===== src/rtl/cmd_rcv_pkg.sv =====
// Shared types and default byte constants for the cmd_rcv command framer.
package cmd_rcv_pkg;

    typedef enum logic [2:0] {
        IDLE    = 3'd0,
        COLLECT = 3'd1,
        READY   = 3'd2,
        RESP    = 3'd3,
        WAIT_TX = 3'd4
    } state_t;

    localparam int         MAX_BYTES_DEF   = 8;
    localparam int         TIMEOUT_CYC_DEF = 500000;
    localparam logic [7:0] TERM_BYTE_DEF   = 8'h0D;
    localparam logic [7:0] ACK_BYTE_DEF    = 8'h0A;
    localparam logic [7:0] NAK_BYTE_DEF    = 8'h15;

endpackage


===== src/rtl/rx_timeout_tmr.sv =====
// Inter-byte timer: counts enabled cycles since the last clear and flags expiry at CYC-1.
module rx_timeout_tmr #(
    parameter int CYC = 500000
) (
    input  logic clk,
    input  logic rst_n,
    input  logic clear,
    input  logic enable,
    output logic expired
);

    localparam int W = (CYC > 1) ? $clog2(CYC) : 1;

    logic [W-1:0] cnt_q;

    assign expired = enable && (cnt_q == W'(CYC - 1));

    // NOTE: state registers use non-blocking assignments and an async active-low reset.
    always_ff @(posedge clk or negedge rst_n) begin
        if (!rst_n) begin
            cnt_q <= '0;
        end else if (clear) begin
            cnt_q <= '0;
        end else if (enable && !expired) begin
            cnt_q <= cnt_q + 1'b1;
        end
    end

endmodule


===== src/rtl/cmd_rcv.sv =====
// Device-side UART command framer: opcode, payload, terminator -> command; replies ACK/NAK.
// Optional trailing-checksum validation is enabled by defining CMD_CHECKSUM_EN.
module cmd_rcv
    import cmd_rcv_pkg::*;
#(
    parameter int         MAX_BYTES   = MAX_BYTES_DEF,
    parameter logic [7:0] TERM_BYTE   = TERM_BYTE_DEF,
    parameter logic [7:0] ACK_BYTE    = ACK_BYTE_DEF,
    parameter logic [7:0] NAK_BYTE    = NAK_BYTE_DEF,
    parameter int         TIMEOUT_CYC = TIMEOUT_CYC_DEF
) (
    input  logic                       clk,
    input  logic                       rst_n,
    input  logic                       rx_rdy,
    input  logic [7:0]                 rx_data,
    output logic                       clr_rx_rdy,
    output logic                       trmt,
    output logic [7:0]                 tx_data,
    input  logic                       tx_done,
    output logic                       cmd_rdy,
    output logic [7:0]                 cmd_op,
    output logic [8*(MAX_BYTES-1)-1:0] cmd_payload,
    output logic [3:0]                 cmd_len,
    input  logic                       cmd_done,
    output logic                       frm_err
);

    localparam int         PW   = 8 * (MAX_BYTES - 1);
    localparam logic [3:0] LAST = 4'(MAX_BYTES - 1);

    state_t          state_q, state_d;
    logic [7:0]      op_q, op_d;
    logic [PW-1:0]   pay_q, pay_d;
    logic [3:0]      cnt_q, cnt_d;
    logic [3:0]      len_q, len_d;
    logic            rdy_q, rdy_d;
    logic [7:0]      tx_q, tx_d;
    logic            err_q, err_d;
    logic            trmt_q, trmt_d;
    logic            tmr_expired;
`ifdef CMD_CHECKSUM_EN
    // The newest data byte is held back until the next one proves it is not the checksum.
    logic [7:0]      sum_q, sum_d;
    logic [7:0]      pend_q, pend_d;
    logic            has_pend_q, has_pend_d;
`endif

    assign clr_rx_rdy  = rx_rdy;
    assign trmt        = trmt_q;
    assign tx_data     = tx_q;
    assign cmd_rdy     = rdy_q;
    assign cmd_op      = op_q;
    assign cmd_payload = pay_q;
    assign cmd_len     = len_q;
    assign frm_err     = err_q;

    rx_timeout_tmr #(.CYC(TIMEOUT_CYC)) u_tmr (
        .clk     (clk),
        .rst_n   (rst_n),
        .clear   ((state_q != COLLECT) || rx_rdy),
        .enable  (state_q == COLLECT),
        .expired (tmr_expired)
    );

    // NOTE: every always_comb output gets a default first, so no path can infer a latch.
    always_comb begin
        state_d = state_q;
        op_d    = op_q;
        pay_d   = pay_q;
        cnt_d   = cnt_q;
        len_d   = len_q;
        rdy_d   = rdy_q;
        tx_d    = tx_q;
        err_d   = 1'b0;
        trmt_d  = 1'b0;
`ifdef CMD_CHECKSUM_EN
        sum_d      = sum_q;
        pend_d     = pend_q;
        has_pend_d = has_pend_q;
`endif
        case (state_q)
            IDLE: begin
                if (rx_rdy && (rx_data != TERM_BYTE)) begin
                    op_d    = rx_data;
                    pay_d   = '0;
                    cnt_d   = '0;
                    state_d = COLLECT;
`ifdef CMD_CHECKSUM_EN
                    sum_d      = rx_data;
                    has_pend_d = 1'b0;
`endif
                end
            end
            COLLECT: begin
                if (rx_rdy && (rx_data == TERM_BYTE)) begin
`ifdef CMD_CHECKSUM_EN
                    if (!has_pend_q || (sum_q != 8'h00)) begin
                        err_d   = 1'b1;
                        tx_d    = NAK_BYTE;
                        state_d = RESP;
                    end else begin
                        len_d   = cnt_q;
                        rdy_d   = 1'b1;
                        state_d = READY;
                    end
`else
                    len_d   = cnt_q;
                    rdy_d   = 1'b1;
                    state_d = READY;
`endif
                end else if (rx_rdy) begin
`ifdef CMD_CHECKSUM_EN
                    sum_d      = sum_q + rx_data;
                    pend_d     = rx_data;
                    has_pend_d = 1'b1;
                    if (has_pend_q) begin
                        if (cnt_q == LAST) begin
                            err_d   = 1'b1;
                            tx_d    = NAK_BYTE;
                            state_d = RESP;
                        end else begin
                            pay_d[{cnt_q, 3'b000} +: 8] = pend_q;
                            cnt_d = cnt_q + 1'b1;
                        end
                    end
`else
                    if (cnt_q == LAST) begin
                        err_d   = 1'b1;
                        tx_d    = NAK_BYTE;
                        state_d = RESP;
                    end else begin
                        pay_d[{cnt_q, 3'b000} +: 8] = rx_data;
                        cnt_d = cnt_q + 1'b1;
                    end
`endif
                end else if (tmr_expired) begin
                    err_d   = 1'b1;
                    state_d = IDLE;
                end
            end
            READY: begin
                if (cmd_done) begin
                    rdy_d   = 1'b0;
                    tx_d    = ACK_BYTE;
                    state_d = RESP;
                end
            end
            RESP: begin
                trmt_d  = 1'b1;
                state_d = WAIT_TX;
            end
            WAIT_TX: begin
                if (tx_done) state_d = IDLE;
            end
            default: state_d = IDLE;
        endcase
    end

    always_ff @(posedge clk or negedge rst_n) begin
        if (!rst_n) begin
            state_q <= IDLE;
            op_q    <= '0;
            pay_q   <= '0;
            cnt_q   <= '0;
            len_q   <= '0;
            rdy_q   <= 1'b0;
            tx_q    <= '0;
            err_q   <= 1'b0;
            trmt_q  <= 1'b0;
`ifdef CMD_CHECKSUM_EN
            sum_q      <= '0;
            pend_q     <= '0;
            has_pend_q <= 1'b0;
`endif
        end else begin
            state_q <= state_d;
            op_q    <= op_d;
            pay_q   <= pay_d;
            cnt_q   <= cnt_d;
            len_q   <= len_d;
            rdy_q   <= rdy_d;
            tx_q    <= tx_d;
            err_q   <= err_d;
            trmt_q  <= trmt_d;
`ifdef CMD_CHECKSUM_EN
            sum_q      <= sum_d;
            pend_q     <= pend_d;
            has_pend_q <= has_pend_d;
`endif
        end
    end

endmodule

===== config.mk =====
export PLATFORM = sky130hd
export DESIGN_NAME = cmd_rcv
export DESIGN_NICKNAME = d
export VERILOG_FILES = /design/src/rtl/cmd_rcv_pkg.sv /design/src/rtl/rx_timeout_tmr.sv /design/src/rtl/cmd_rcv.sv
export SDC_FILE = /design/constraint.sdc
export NUM_CORES = 1
export LEC_CHECK = 0
export BUFFER_PORTS_ARGS = -buffer_cell sky130_fd_sc_hd__buf_4
export CAP_MARGIN = 20
export CORE_MARGIN = 5
export CORE_UTILIZATION = 45
export DETAILED_ROUTE_END_ITERATION = 8
export PLACE_DENSITY = 0.67
export REMOVE_ABC_BUFFERS = 1
export SETUP_SLACK_MARGIN = 0.4
export SLEW_MARGIN = 20
export SYNTH_ARGS = -nofsm -noshare
export SYNTH_HDL_FRONTEND = slang
export SYNTH_SLANG_ARGS = --single-unit

===== constraint.sdc =====
create_clock -name clk -period 3.19 [get_ports clk]
set_input_delay 0.1595 -clock clk [delete_from_list [all_inputs] [get_ports clk]]
set_output_delay 0.1595 -clock clk [all_outputs]
set_load 0.005 [all_outputs]

==> results of run 1 <==
kinds of logic after synthesis:
logic type               Yosys count  share of synthesized area (%)
multiplexers                      34                          7.419
AO/OA/AOI/OAI                     80                          12.72
flip-flops                        99                          53.80
AND/OR/NAND/NOR                  163                          18.02
adder cells (fa/ha/maj)            5                          1.359
XOR/XNOR                          14                          2.663
buffers and inverters             35                          3.940
other                              1                        0.08144
per-layer routing:
metal / share of wire [%] / routed length, um / global-route usage [%]
met5: 0 / 0 / 0
met2: 49 / 5427 / 30.66
met4: 1.7 / 191 / 6.894
met1: 45 / 5020 / 24.97
met3: 4.8 / 531 / 2.893
final cells by class:
class / instances / area share, %
Sequential cell: 99 / 44.59
Clock buffer: 11 / 2.545
Tap cell: 136 / 3.063
Multi-Input combinational cell: 299 / 35.16
Inverter: 15 / 1.014
Clock inverter: 5 / 0.6532
Timing Repair Buffer: 94 / 12.97
worst paths after layout:
check	slack, ns	from	end	cells past startpoint
max in group asynchronous	2.16	rst_n	cmd_payload[7]	3
min in group asynchronous	0.34	rst_n	cmd_len[2]	2
setup / recovery	0.78	cnt_q[0]	cmd_payload[29]	7
hold reg to reg	0.49	cmd_op[0]	cmd_op[0]	2
hold / removal	0.03	cmd_done	tx_data[2]	2
setup reg to reg	0.78	cnt_q[0]	cmd_payload[29]	7
power groups by stage:
stage | Clock (uW) | Combinational (uW) | Sequential (uW)
after floorplan | 0 | 647 | 1610
after global placement | 0 | 1160 | 1620
after detailed placement | 0 | 1180 | 1630
after CTS | 775 | 1180 | 1600
after global routing | 819 | 1290 | 1630
final | 748 | 1170 | 1600
sequential cells by signal, summed over array words and instances, names as in the netlist, 2 cells and up:
name,count
cmd_payload,56
u_tmr.cnt_q,19
cmd_op,8
cmd_len,4
cnt_q,4
state_q,3
tx_data,2
repair_timing:
action,in CTS,in global routing
hold buffers,1,0
setup endpoints to repair,0,0
endpoints found under the hold margin,44,0
gates resized for setup,0,0
setup buffers,0,0
cell usage in the layout (no fill, tap or decap), types with 10 or more instances in the layout:
cell type and n:
dfrtp_1 99, buf_4 92, nand2_1 65, mux2i_1 33, nor2_1 30, o21ai_0 19
a22o_1 16, inv_1 13, nand3_1 10, clkbuf_8 10
stage by stage:
step	utilization, %	instance area, um2	worst slack [ns]
2_1_floorplan	-	4487	1.045
6_report	54.79	5555	0.7808
3_5_place_dp	52.94	5368	0.8156
4_1_cts	54.79	5555	0.8232
3_3_place_gp	52.94	5368	0.8786
5_1_grt	54.79	5555	0.6218
==> run_results.csv, run 1 <==
group,metric,value,unit
clocking,cts_htree_levels,3,
route,firstDrtPassIters,4,
sta,fin_tns_setup,0,ns
sta,period_needed,2.409,ns
logic_synthesis,synthCells,431,
layout,area_growth_syn_to_layout,20.65,%
die,core_area,10140,um2
logic_synthesis,yosysSeqAreaShare,53.80,%
route,num_vias,3509,
setup_path,cp_max_fo,10,
setup_path,worstSetupEndpointType,"register",
setup_path,cp_top_family,"compound AO/OA/AOI/OAI gates",
sta,slew_violations,0,
clocking,cts.clk_slew.worst_paths,0.10,ns
setup_path,worst-setup-path-type,"register to register",
logic_synthesis,ys_top_cells_by_count,"dfrtp_1 (99), nand2_1 (65), mux2i_1 (33)",
logic_synthesis,async_flop_share,100.0,%
clocking,cts_tree,"built",
sta,worst_slew_pin_slew,0.8741,ns
setup_path,slowest_stage,"dfrtp_1",
setup_path,critical_path.cell_chain,"inv_2 -> ha_1 -> and3b_1 -> a31oi_1 -> o21ai_1 -> and2_1 -> a31o_2",
logic_synthesis,synth-seq-cells,99,
logic_synthesis,post-synth-top-count-cell,"dfrtp_1",
route,ant_nets,0,
clocking,clock_sinks,99,
pwr,p_sw_share,36.80,%
status,status,"completed",
die,dieWidth,111.2,um
die,rows,37,
layout,seq_area,2477,um2
layout,drive_above_1_share,25.05,%
pwr,clock_power_share,21.3,%
global_route,grtUsageTotal,18.62,%
clocking,clock-root-buffer,"clkbuf_8",
logic_synthesis,syn_area_per_cell,10.68,um2
global_route,antenna_found_initial,0,
pwr,p_total,3521,uW
sta,finClkSkew,0.01590,ns
placed_design,place_congestion,0.9255,
clocking,cts_buffers,9,
sta,hold_viol,0,
sta,max_slew_margin,41.28,%
placed_design,hpwl,8141,um
logic_synthesis,yosys_warnings,0,
placed_design,port_buffers,89,
sta,fin_crit_sh,75.52,%
layout,nets,536,
global_route,grt-ovfl-total,0,
pwr,p_sw,1296,uW
route,via_per_inst,5.325,
logic_synthesis,ys.flop_type,"dfrtp_1",
layout,n_antenna_cell,0,
placed_design,dpl.cell_count,642,
setup_path,slowest_delay,0.52,ns
layout,multi_input_area,1953,um2
global_route,grt_pass1_wl,18680,um
setup_path,setup.worst_path.start_class,"register",
layout,finalNonFillerCells,659,
logic_synthesis,ys_types,64,
logic_synthesis,ys_top_cells_by_area,"dfrtp_1 (54%), mux2i_1 (7.2%), nand2_1 (5.3%), a22o_1 (3.0%), nor2_1 (2.4%)",
logic_synthesis,synth_edf_count,0,
die,start_util,45.42,%
pwr,p_int,2225,uW
route,drt_iter0_markers,159,
setup_path,path_buf_inv,1,
clocking,insertion_delay,0.37,ns
logic_synthesis,yosys.area.top_type_share,53.80,%
pwr,comb_power_share,33.3,%
global_route,grt_max_degree,56,
pwr,vdd_ir_drop_max,0.2172,mV
route,drc_errors,0,
logic_synthesis,yosysTopAreaCell,"dfrtp_1",
die,die_y,111.2,um
job,drv_cap,0,
layout,num-fill-cells,915,
logic_synthesis,syn_area,4604,um2
global_route,first_global_vias,3534,
setup_path,arrival,2.68,ns
sta,fmax,415.1,MHz
route,wl_per_cell,16.95,um
die,io_pins,93,
worst_hold_path,min_path_type,"primary input to register",
route,routed_wl,11170,um
sta,rsz0062_at_grt,"false",
sta,setup_viol,0,
setup_path,cp.required,3.46,ns
pwr,p_per_area,633.7,nW/um2
sta,whs,0.02728,ns
pwr,p_leak,0.002829,uW
pwr,pwr-share-seq,45.4,%
clocking,cts.path.max_buffers,2,
die,dieArea,12360,um2
(Power assumes the default switching activity.)
==> run 2: changes to the inputs <==
clock period = 2.3 ns   (was 3.19 ns; I/O delays follow)
==> run 2 against run 1 <==
Effect of this change:
- critical path type unchanged
- critical path depth is 1 lower
- clock skew is 0.0062 ns lower
- flip-flop and latch count stayed put
- via count is 7.2% higher
==> run_results.csv, run 2 (same netlist as run 1, synthesis figures left out) <==
group,metric,value,unit
clocking,clock-root-buffer,"clkbuf_8",
setup_path,arrival,2.22,ns
job,drv_cap,0,
sta,finClkSkew,0.009658,ns
setup_path,cp.required,2.56,ns
sta,fmax,511.8,MHz
placed_design,place_congestion,0.8678,
die,rows,37,
clocking,cts_tree,"built",
die,die_y,111.2,um
die,core_area,10140,um2
route,wl_per_cell,17.59,um
route,routed_wl,12350,um
layout,num-fill-cells,828,
layout,area_growth_syn_to_layout,33.64,%
setup_path,slowest_stage,"or4_1",
clocking,cts_htree_levels,3,
sta,fin_crit_sh,84.95,%
clocking,clock_sinks,99,
setup_path,r2r_slack,0.35,ns
setup_path,critical_path.cell_chain,"or4_1 -> or4_4 -> nor2_4 -> buf_4 -> or4_4 -> nand2_2",
setup_path,setup.worst_path.start_class,"register",
setup_path,worst-setup-path-type,"register to register",
route,drt_iter0_markers,180,
clocking,cts.path.max_buffers,2,
layout,finalNonFillerCells,702,
sta,fin_tns_setup,0,ns
pwr,vdd_ir_drop_max,0.4051,mV
layout,mostFrequentLayoutCells,"buf_4 (127), dfrtp_1 (96), nand2_1 (64), mux2i_1 (32), nor2_1 (26)",
clocking,cts.clk_slew.worst_paths,0.10,ns
sta,hold_viol,0,
clocking,insertion_delay,0.38,ns
layout,final_common_cell,"buf_4",
layout,seq_area,2481,um2
layout,drive_above_1_share,36.57,%
sta,setup_viol,0,
route,via_per_inst,5.358,
route,ant_nets,0,
sta,worst_slew_pin_slew,0.6165,ns
global_route,first_global_vias,3683,
route,firstDrtPassIters,4,
global_route,grtUsageTotal,19.36,%
pwr,p_per_area,927.1,nW/um2
route,drc_errors,0,
sta,max_slew_margin,58.90,%
sta,rsz0062_at_grt,"true",
sta,slew_violations,0,
placed_design,hpwl,8300,um
layout,largest_reg_flops,56,
clocking,cts_buffers,9,
route,num_vias,3761,
setup_path,slowest_delay,0.51,ns
sta,period_needed,1.954,ns
layout,nets,579,
placed_design,dpl.cell_count,656,
status,status,"completed",
die,start_util,45.42,%
setup_path,cp_max_fo,6,
global_route,grt_pass1_wl,19290,um
layout,n_antenna_cell,0,
setup_path,r2r_cells,6,
worst_hold_path,worstHoldStart,"rx_data[1]",
layout,multi_input_area,2188,um2
global_route,grt_max_degree,49,
die,dieWidth,111.2,um
global_route,antenna_found_initial,0,
worst_hold_path,hold_end,"cmd_payload[41]",
setup_path,r2r_end,"u_tmr.cnt_q[5]",
setup_path,crit_path_frequent_cell,"or4_4",
die,dieArea,12360,um2
sta,layout_setup_ws,0.3461,ns
setup_path,worstSetupEndpointType,"register",
global_route,grt-ovfl-total,0,
placed_design,pre_cts_slack,0.1314,ns
worst_hold_path,min_path_type,"primary input to register",
pwr,p_leak,0.003070,uW
die,io_pins,93,
worst_hold_path,whs_path_depth,2,
setup_path,rr_startpoint,"u_tmr.cnt_q[14]",
placed_design,port_buffers,89,
## run 2: through the flow
stage          power (uW)  util, %  hold WS (ns)  cell area [um2]
3_5_place_dp         4017    53.98        0.1648             5473
6_report             5705    60.69       0.01323             6153
4_1_cts              5349    58.04     0.0002637             5884
2_1_floorplan        3126        -       -0.1806             4487
3_3_place_gp         3989    53.98        0.1622             5473
5_1_grt              6031    60.69      0.001756             6153
## run 2: worst max-delay path: cells and delay by family, from the launching register on
kind                   cells  cell delay, ns
buffers and inverters      1            0.15
DFF                        1            0.39
and+or+nand+nor            5            1.31
## run 2: how the worst max path moves through the flow
stage | startpoint | endpoint | cells after the start
4_1_cts | u_tmr.cnt_q[14] | state_q[0] | 5
6_report | u_tmr.cnt_q[14] | u_tmr.cnt_q[5] | 6
3_3_place_gp | cnt_q[0] | cmd_payload[10] | 5
5_1_grt | u_tmr.cnt_q[14] | u_tmr.cnt_q[1] | 5
3_5_place_dp | cnt_q[0] | cmd_payload[12] | 5
2_1_floorplan | rx_data[4] | cmd_payload[48] | 5
## run 2: what timing repair did
action / 4_1_cts / 5_1_grt
hold buffers: 3 / 1
gates resized for setup: 29 / 42
setup buffers: 12 / 14
setup endpoints to repair: 63 / 62
cloned: 0 / 0
pin swaps: 12 / 35
hold endpoints to repair: 46 / 1
## run 2: layout make-up
type | count | area share [%]
clock buffer | 10 | 2.074
clock inverter | 6 | 0.7930
inverter | 15 | 0.9557
multi-input combinational | 299 | 35.56
sequential | 99 | 40.32
tap | 136 | 2.765
timing repair buffer | 137 | 17.53
## run 2: where the power goes
part | switching [uW] | internal [uW] | total [uW] | leakage (uW)
Sequential | 229 | 1990 | 2220 | 0.00135
Clock | 649 | 405 | 1050 | 0.0000848
Combinational | 1320 | 1100 | 2430 | 0.00163
Total | 2200 | 3500 | 5700 | 0.00307
## run 2: routing by layer
layer	track usage [%]	share of wire, %	wire (um)
met1	25.39	43	5323
met2	31.51	50	6178
met3	5.513	5.2	648
met4	5.515	1.6	195
met5	0	0	0
==> run 3: changes to the inputs <==
ABC_AREA = 1   (was not set)
PLACE_DENSITY = 0.69   (was 0.67)
clock period = 1.7 ns   (was 2.3 ns; I/O delays follow)
==> run 3 against run 2 <==
Effect of this change:
- the flow now finishes with violations (setup timing)
- flip-flop and latch count is the same
- first-iteration DRC count grew to 2.7 times the previous value
- sequential share of layout area fell by 8.4 points
- highest routed layer unchanged
- register-to-register slack lost 0.45 ns
- sequential power up 31%
- fmax is 8.2% higher
- via count up 39%
- setup slack lost 0.45 ns
- routed wire length is 30% higher
- critical path type unchanged
==> run_results.csv, run 3 <==
group,metric,value,unit
sta,worst_slew_pin_slew,0.5624,ns
logic_synthesis,post-synth-top-count-cell,"nand2_1",
layout,area_growth_syn_to_layout,53.61,%
die,core_area,10940,um2
global_route,grt_pass1_wl,24420,um
pwr,p_leak,0.003920,uW
setup_path,r2r_end,"state_q[0]",
pwr,comb_power_share,57.4,%
setup_path,cp_top_family,"simple AND/OR/NAND/NOR gates",
die,dieArea,13470,um2
setup_path,critical_path.cell_chain,"ha_2 -> nand2_2 -> nor2_4 -> nor2_2 -> nand3_2 -> buf_6 -> buf_6 -> buf_6 -> nand2_4 -> inv_2 -> nand3_2 -> nand2_1 -> nand2_1",
layout,drive_above_1_share,44.00,%
clocking,clock_sinks,99,
setup_path,slowest_delay,0.44,ns
setup_path,cp.required,1.98,ns
placed_design,dpl.cell_count,908,
die,die_y,116.0,um
sta,finClkSkew,0.01501,ns
setup_path,path_buf_inv,4,
pwr,pwr-share-seq,25.4,%
clocking,insertion_delay,0.36,ns
logic_synthesis,ys_top_cells_by_count,"nand2_1 (191), dfrtp_1 (99), nand3_1 (60)",
sta,fin_crit_sh,106.2,%
die,dieWidth,116.0,um
status,violations,"setup timing",
setup_path,rr_startpoint,"cnt_q[0]",
status,status,"complete, but fails checks",
layout,num-fill-cells,802,
logic_synthesis,yosysTopAreaCell,"dfrtp_1",
sta,slew_violations,0,
setup_path,cp_max_fo,4,
worst_hold_path,hold_end,"cmd_op[5]",
logic_synthesis,ys.flop_type,"dfrtp_1",
setup_path,crit_start,"cnt_q[0]",
setup_path,r2r_slack,-0.11,ns
logic_synthesis,syn_area,5060,um2
logic_synthesis,yosys_warnings,0,
sta,whs,0.04176,ns
pwr,p_sw,4804,uW
setup_path,slowest_stage,"dfrtp_1",
clocking,cts.clk_slew.worst_paths,0.07,ns
sta,fmax,553.7,MHz
placed_design,port_buffers,89,
layout,multi_input_area,2814,um2
pwr,vdd_ir_drop_max,0.8651,mV
layout,final_common_cell,"buf_4",
placed_design,hpwl,10170,um
setup_path,arrival,2.09,ns
die,start_util,46.27,%
route,num_vias,5245,
worst_hold_path,worstHoldStart,"rx_data[5]",
logic_synthesis,ys_top_cells_by_area,"dfrtp_1 (49%), nand2_1 (14%), nand3_1 (5.9%), nor2_1 (4.2%), inv_1 (3.9%)",
die,rows,38,
route,ant_nets,0,
layout,seq_area,2481,um2
logic_synthesis,yosys.area.top_type_share,48.96,%
setup_path,setup.worst_path.start_class,"register",
setup_path,crit_path_frequent_cell,"buf_6",
route,drt_iter0_markers,486,
pwr,p_sw_share,42.01,%
sta,setup_viol,51,
logic_synthesis,async_flop_share,100.0,%
route,routed_wl,16020,um
clocking,clock-root-buffer,"clkbuf_16",
global_route,grt_max_degree,32,
sta,hold_viol,0,
sta,layout_setup_ws,-0.1059,ns
layout,mostFrequentLayoutCells,"buf_4 (174), nand2_1 (153), dfrtp_1 (96), inv_1 (44), nor2_1 (42)",
global_route,grtUsageTotal,22.76,%
sta,period_needed,1.806,ns
layout,n_antenna_cell,0,
clocking,cts_tree,"built",
layout,finalNonFillerCells,981,
setup_path,r2r_cells,13,
placed_design,dpl_cell_area,6292,um2
route,firstDrtPassIters,5,
logic_synthesis,synth-seq-cells,99,
logic_synthesis,syn_area_per_cell,7.931,um2
logic_synthesis,synth_edf_count,0,
placed_design,place_congestion,0.8957,
global_route,first_global_vias,5109,
job,drv_cap,0,
logic_synthesis,ys_types,36,
logic_synthesis,synthCells,638,
route,via_per_inst,5.347,
layout,largest_reg_flops,56,
pwr,p_int,6632,uW
route,drc_errors,0,
worst_hold_path,whs_path_depth,3,
setup_path,worst-setup-path-type,"register to register",
route,wl_per_cell,16.33,um
setup_path,worstSetupEndpointType,"register",
pwr,clock_power_share,17.3,%
global_route,grt-ovfl-total,0,
sta,max_slew_margin,62.37,%
worst_hold_path,min_path_type,"primary input to register",
layout,nets,854,
global_route,antenna_found_initial,0,
layout,finalInstanceArea,7772,um2
clocking,cts.path.max_buffers,2,
logic_synthesis,yosysSeqAreaShare,48.96,%
pwr,p_per_area,1471,nW/um2
sta,rsz0062_at_grt,"true",
die,io_pins,93,
clocking,cts_htree_levels,3,
clocking,cts_buffers,9,
run 3: cell types whose count changed after synthesis, moves of 12 or more:
cell     previous run  this run
a22o_1             16         0
inv_1              13        53
mux2i_1            33         0
nand2_1            65       191
nand3_1            10        60
nand4_1             6        29
nor2_1             30        57
nor3_1              9        28
o21ai_1             1        13
run 3: per-stage QoR:
stage | utilization (%) | setup TNS, ns | total power (uW) | worst slack [ns]
2_1_floorplan | - | -69.13 | 5229 | -1.433
3_3_place_gp | 57.54 | -0.7933 | 7430 | -0.06116
3_5_place_dp | 57.54 | -4.197 | 7536 | -0.1797
4_1_cts | 67.55 | -0.06611 | 10740 | -0.02052
5_1_grt | 71.08 | -6.792 | 12050 | -0.1847
6_report | 71.08 | -1.988 | 11440 | -0.1059
run 3: logic make-up (layout without fill, tap and decap cells):
logic type                 Yosys count  in the layout  share of synthesized area, %
adders and majority gates            5              5                         1.236
DFF                                 99             99                         48.96
xor gates and xnor gates             5              5                        0.8654
buffers and inverters               82            283                         7.492
AOI/OAI and AO/OA                   62             62                         7.047
and+or+nand+nor                    384            384                         34.32
other                                1              3                       0.07411
run 3: area by class of cell:
cell class,count,share of cell area [%]
multi-input combinational,459,36.20
sequential,99,31.92
timing repair buffer,210,22.94
clock buffer,10,3.075
inverter,57,3.010
tap,140,2.254
clock inverter,6,0.5956
run 3: worst min-delay path, stage by stage:
cell and delay, ns:
buf_4 0.08, inv_1 0.05, o21ai_0 0.14
run 3: routing by layer:
metal / vias to the layer above / wire (um) / global-route usage (%)
met5: - / 0 / 0
met4: 0 / 388 / 7.038
met3: 39 / 804 / 6.057
met2: 165 / 8167 / 37.97
met1: 2556 / 6662 / 29.04
li1: 2485 / - / -
run 3: how the worst max path moves through the flow:
| stage | to | slack, ns | cells after the start |
|---|---|---|---|
| floorplan | cmd_payload[24] | -1.43 | 6 |
| global placement | cmd_payload[55] | -0.06 | 10 |
| detailed placement | cmd_payload[53] | -0.18 | 10 |
| CTS | cmd_payload[32] | -0.02 | 9 |
| global route | cmd_payload[38] | -0.18 | 9 |
| finish | state_q[0] | -0.11 | 13 |
run 3: timing repair:
item	4_1_cts	5_1_grt
cloned	1	0
endpoints found under the setup margin	97	97
pin swaps	38	28
endpoints found under the hold margin	26	0
hold buffers	1	0
gates resized for setup	151	56
buffers inserted	32	23
run 3: power by group through the flow:
stage | clock (uW) | combinational (uW) | sequential, uW
after global placement | 0 | 4530 | 2900
after floorplan | 0 | 2310 | 2920
after detailed placement | 0 | 4630 | 2910
after CTS | 2010 | 5830 | 2900
final | 1980 | 6560 | 2900
after global routing | 2110 | 7000 | 2940
